## src/rtl/prbs_pkg.sv

```systemverilog
// prbs_pkg: shared PRBS types, per-mode polynomial constants and helpers.
// Holds the polynomial mode enum, the checker lock states, the 31-bit LFSR
// state type and lookups for register length n, tap m and the n-bit mask.
package prbs_pkg;

    typedef enum logic [1:0] {PRBS7, PRBS15, PRBS23, PRBS31} prbs_mode_e;

    typedef enum logic {CHK_HUNT, CHK_LOCKED} chk_state_e;

    typedef logic [30:0] prbs_state_t;

    localparam int PRBS_N [4] = '{7, 15, 23, 31};
    localparam int PRBS_M [4] = '{6, 14, 18, 28};

    function automatic logic [4:0] prbs_hi(input prbs_mode_e m);
        return 5'(PRBS_N[m] - 1);
    endfunction

    function automatic logic [4:0] prbs_tap(input prbs_mode_e m);
        return 5'(PRBS_M[m] - 1);
    endfunction

    function automatic prbs_state_t prbs_mask(input prbs_mode_e m);
        return prbs_state_t'((32'd1 << PRBS_N[m]) - 32'd1);
    endfunction

endpackage

```

## src/rtl/prbs_step.sv

```systemverilog
// prbs_step: combinational DATA_WIDTH-step Fibonacci LFSR advance.
// Ports: i_mode selects the polynomial, i_state is the current history
// (bit 0 most recent), i_use_rx shifts the received bits i_rx into the
// history instead of the predictions, o_state is the advanced history and
// o_word the predicted bits (MSB first in time).
module prbs_step
    import prbs_pkg::*;
#(
    parameter int DATA_WIDTH = 8
) (
    input  prbs_mode_e              i_mode,
    input  prbs_state_t             i_state,
    input  logic                    i_use_rx,
    input  logic [DATA_WIDTH-1:0]   i_rx,
    output prbs_state_t             o_state,
    output logic [DATA_WIDTH-1:0]   o_word
);

    logic [4:0]            hi;
    logic [4:0]            tap;
    prbs_state_t           s;
    logic [DATA_WIDTH-1:0] w;
    logic [DATA_WIDTH-1:0] r;
    logic                  b;

    assign hi  = prbs_hi(i_mode);
    assign tap = prbs_tap(i_mode);

    // The full 31-bit history shifts regardless of mode, so a mode change
    // keeps every past bit and simply reads different taps.
    always_comb begin
        s = i_state;
        w = '0;
        r = i_rx;
        b = 1'b0;
        for (int i = 0; i < DATA_WIDTH; i++) begin
            b = s[hi] ^ s[tap];
            w = (w << 1) | DATA_WIDTH'(b);
            s = {s[29:0], i_use_rx ? r[DATA_WIDTH-1] : b};
            r = r << 1;
        end
        o_state = s;
        o_word  = w;
    end

endmodule

```

## config.mk

```make
export PLATFORM = sky130hd
export DESIGN_NAME = prbs_step
export DESIGN_NICKNAME = d
export VERILOG_FILES = /design/src/rtl/prbs_pkg.sv /design/src/rtl/prbs_step.sv
export SDC_FILE = /design/constraint.sdc
export NUM_CORES = 1
export LEC_CHECK = 0
export CORE_MARGIN = 4
export CORE_UTILIZATION = 34
export DETAILED_ROUTE_END_ITERATION = 12
export PLACE_DENSITY = 0.89
export SLEW_MARGIN = 0
export SYNTH_ARGS = -nofsm -noshare
export SYNTH_HDL_FRONTEND = slang
export SYNTH_SLANG_ARGS = --single-unit
```

## constraint.sdc

```tcl
create_clock -name vclk -period 4.3
set_clock_uncertainty 0.15 [all_clocks]
set_input_delay 1.29 -clock vclk [all_inputs]
set_output_delay 1.29 -clock vclk [all_outputs]
set_load 0.01 [all_outputs]
```

After elaboration in Yosys (flattened, before gate mapping)

Cells that the tools add are included.

Input port bits: 42
Register bits after elaboration: 0
Logic and storage cells: 67

Bitwise gates (word level): 16
Multiplexer cells: 46
$lt $le $gt $ge: 3
Add/sub/neg operators: 2

Operators with widths:

| cell                | number |
|---|---|
| $bmux 32 s2         | 2 |
| $bmux 1 s5          | 16 |
| $mux 1              | 24 |
| $mux 5              | 4 |
| $lt 5x6->1 const B  | 2 |
| $sub 5x2->5 const B | 2 |
| $or 8x1->8          | 1 |
| $xor 1x1->1         | 8 |
| $or 7x1->7          | 1 |
| $or 6x1->6          | 1 |
| $or 5x1->5          | 1 |
| $or 4x1->4          | 1 |
| $ge 3x3->1 const B  | 1 |
| $not 2->3           | 1 |
| $or 3x1->3          | 1 |
| $or 2x1->2          | 1 |

Logic depth before layout (Yosys ltp)

Word-level depth: 37
Depth in mapped cells: 7
Depth with buffers taken out: 5

Least setup slack after synthesis

Ideal clock, no wire load.

Path type: input to output
Start point: input i_mode[1]
End point: output o_state[5]
Required time: 2.860 ns
Stages on the path: 4
Path buffers: 1
Path slack: 0.340 ns
Data arrival time: 2.520 ns
Path through: buf_4 > mux4_1 > xor2_1 > mux2_2

Longest elaborated chain between the ends: 17

RTL lines:

| what                                           | line                           | source |
|---|---|---|
| start, declared                                | prbs_step.sv:11                | `input prbs_mode_e i_mode,` |
| $not 2->3 (implied by the code) (*)            | prbs_pkg.sv:16, prbs_pkg.sv:20 |  |
| $bmux 32 s2, on equally long branches          | prbs_pkg.sv:16, prbs_pkg.sv:20 |  |
| $mux 5, on equally long branches (2 in series) | prbs_pkg.sv:16, prbs_pkg.sv:20 |  |
| $sub 5x2->5, on equally long branches          | prbs_pkg.sv:16, prbs_pkg.sv:20 |  |
| $bmux 1 s5                                     | prbs_step.sv:37                | `b = s[hi] ^ s[tap];` |
| $mux 1 (implied by the code)                   | prbs_step.sv:37                |  |
| $xor 1x1->1                                    | prbs_step.sv:37                |  |
| $mux 1                                         | prbs_step.sv:39                | `s = {s[29:0], i_use_rx ? r[DATA_WIDTH-1] : b};` |
| $bmux 1 s5                                     | prbs_step.sv:37                |  |
| $mux 1 (implied by the code)                   | prbs_step.sv:37                |  |
| $xor 1x1->1                                    | prbs_step.sv:37                |  |
| $mux 1                                         | prbs_step.sv:39                |  |
| $bmux 1 s5                                     | prbs_step.sv:37                |  |
| $mux 1 (implied by the code)                   | prbs_step.sv:37                |  |
| $xor 1x1->1 (*)                                | prbs_step.sv:37                |  |
| $mux 1 (*)                                     | prbs_step.sv:39                |  |
| end, declared                                  | prbs_step.sv:15                | `output prbs_state_t o_state,` |

Mark *: on every way between the ends. The rest lies on a longest branch, timed or not. The select of a mux whose other input is x is not followed.

Worst setup path in the final report

Start point: input i_state[26]
End point: output o_state[3]

Longest elaborated chain between the ends: 20

RTL lines:

| what                         | line            | source |
|---|---|---|
| start, declared              | prbs_step.sv:12 | `input prbs_state_t i_state,` |
| $bmux 1 s5                   | prbs_step.sv:37 |  |
| $mux 1 (implied by the code) | prbs_step.sv:37 |  |
| $xor 1x1->1                  | prbs_step.sv:37 |  |
| $mux 1                       | prbs_step.sv:39 |  |
| $bmux 1 s5                   | prbs_step.sv:37 |  |
| $mux 1 (implied by the code) | prbs_step.sv:37 |  |
| $xor 1x1->1                  | prbs_step.sv:37 |  |
| $mux 1                       | prbs_step.sv:39 |  |
| (+4 left out)                | n/a             |  |
| $bmux 1 s5                   | prbs_step.sv:37 |  |
| $mux 1 (implied by the code) | prbs_step.sv:37 |  |
| $xor 1x1->1                  | prbs_step.sv:37 |  |
| $mux 1                       | prbs_step.sv:39 |  |
| $bmux 1 s5                   | prbs_step.sv:37 |  |
| $mux 1 (implied by the code) | prbs_step.sv:37 |  |
| $xor 1x1->1 (*)              | prbs_step.sv:37 |  |
| $mux 1 (*)                   | prbs_step.sv:39 |  |

Marks and branches as above.

==> summary.txt <==
status = finished clean
M3 GR Usage = 2.45%
GRT Util Overall = 18.2%
Post-Syn Area = 845 sq um
Syn Area/Cell = 10.3 sq um
sequential standard cell area = 0 sq um
RSZ-0062 raised after global routing = no
vias = 889
total negative slack = 0 ns
RePlAce Congestion = 0.790
met1 Track Usage GR = 20.2%
layout cells sized above 1 = 34.5%
vias per inst = 5.05
Rows = 17
fin util = 68.1%
seq_cells = 0
Fillers = 213
largest net degree at the start of global routing = 12
post-synthesis xor/xnor area fraction = 13.5%
most common cell after layout, fill and taps aside = clkdlybuf4s50_1
Max Freq = 235 MHz
leading post-synthesis cells by cell area = buf_4, mux4_2, mux4_1
CP Class = in2out
pre-CTS WS = -0.647 ns
post-detail-place hpwl = 2670 um
dominant cell type by area after synthesis = buf_4
simple-gate share of the synthesized area = 6.52%
Antenna diodes = 0
main combinational cell family by area after synthesis = multiplexers
Horiz. Die Dim = 57.8 um
number of global-route vias before repair = 1001
final setup vio count = 0
Core Region = 2300 sq um
max-slew violations = 0
Slew HR = 83.8%
Worst EP arrival = 2.82 ns
Design Area, Final = 1560 sq um
hold_ws = 2.98 ns
IO Port Bufs = 81
CP max FO = 2
crit path launch type = input port
WL per Instance = 17.3 um
GR Util met2 = 37.1%
Die H = 57.8 um
die area = 3350 sq um
most frequent cells in the layout = clkdlybuf4s50_1, dlygate4sd2_1, mux4_2, buf_4, xor2_1
HP Class = in2out
CP required = 2.86 ns
Overflow after GRT = 0
Non-Filler Instances = 176
leakage power = 0.691 nW
Peak VDD IR = 76.3 uV
first-pass GRT wire length = 4860 um
final period utilization = 99.1%
Routed Wire Length = 3050 um
maximum capacitance violations = 0
syn nets = 124
Total Power = 0.209 mW
Worst setup EP type = primary output
count of cell types in the netlist = 22
Nets = 192
post-layout min period = 4.26 ns
initial antenna violation count = 0
Final WS setup = 0.0398 ns
synth-to-layout area growth = 85.2%
DRT antenna net count = 0
Placed Cells = 173
Top Usage Layer GRT = met2
Area after DPL = 1560 sq um
drt first pass iters = 4
Synth top area share = 22.2%
Multi-input gate area = 636 sq um
post-synthesis sequential area ratio = 0%
Initial Util = 36.8%
Cell Pwr Density = 134 nW/um^2
Ports = 81
Yosys warning total = 0
final hold vios = 0
Post-Synth Adder-Cell Area = 0%
Syn Inst Count = 82
Compound-Gate Fraction of Synth Area = 8.00%
Iter 0 DRT Violations = 15
worst-margin pin slew = 0.236 ns
clock buffer count = 0
final routed DRC violation total = 0
mux contribution to synthesized area = 45.8%
==> report_power, final <==
group | switching (mW) | internal, mW | leakage, nW
clock network | 0 | 0 | 0
registers | 0 | 0 | 0
logic | 0.0865 | 0.123 | 0.691
==> path summary, 6_finish.rpt <==
path                     from         end  depth (start not counted)
setup / recovery  i_state[26]  o_state[3]                          5
hold / removal       i_use_rx  o_state[6]                          4
==> worst max-delay path, cell delays in order <==
cell and delay [ns]:
clkdlybuf4s50_1 0.43, mux4_2 0.51, xor2_2 0.19, mux2_2 0.25, buf_2 0.14
==> cell families (layout without fill, tap and decap cells) <==
| group | Yosys count | count (layout) |
|---|---|---|
| compound gates | 7 | 7 |
| buf+inv | 29 | 95 |
| simple gates | 12 | 12 |
| mux | 21 | 21 |
| xor+xnor | 13 | 13 |
==> repair_timing <==
item                       in CTS  in global routing
buffers inserted                1                  1
gates cloned                    1                  0
pin swaps                       3                  1
setup endpoints to repair      16                  6
hold buffers                    0                  0
resized for setup              64                 14
==> per-layer routing <==
layer	vias up	part of all wire (%)	wire length [um]
li1	406	-	-
met1	424	33	1020
met2	55	56	1700
met3	4	9.8	297
met4	0	1.1	33
met5	-	0	0
==> Yosys cell counts <==
library cell and count:
mux2i_1 3, nor2_1 3, clkbuf_8 1, mux4_1 5, a21o_2 1, o21ai_0 1, nand2b_1 2, nor3b_1 1
xor2_1 12, a22oi_2 1, buf_2 1, nor3_1 1, o21a_4 1, mux4_2 7, mux2_2 6, a32oi_2 1
clkbuf_1 1, buf_6 1, xnor2_1 1, a21oi_1 2, buf_4 25, nand2_1 5
==> final cells by class <==
class | instances | share of cell area, %
Tap cell | 28 | 2.24
Timing Repair Buffer | 95 | 57.1
Multi-Input combinational cell | 53 | 40.6
(Power assumes the default switching activity.)
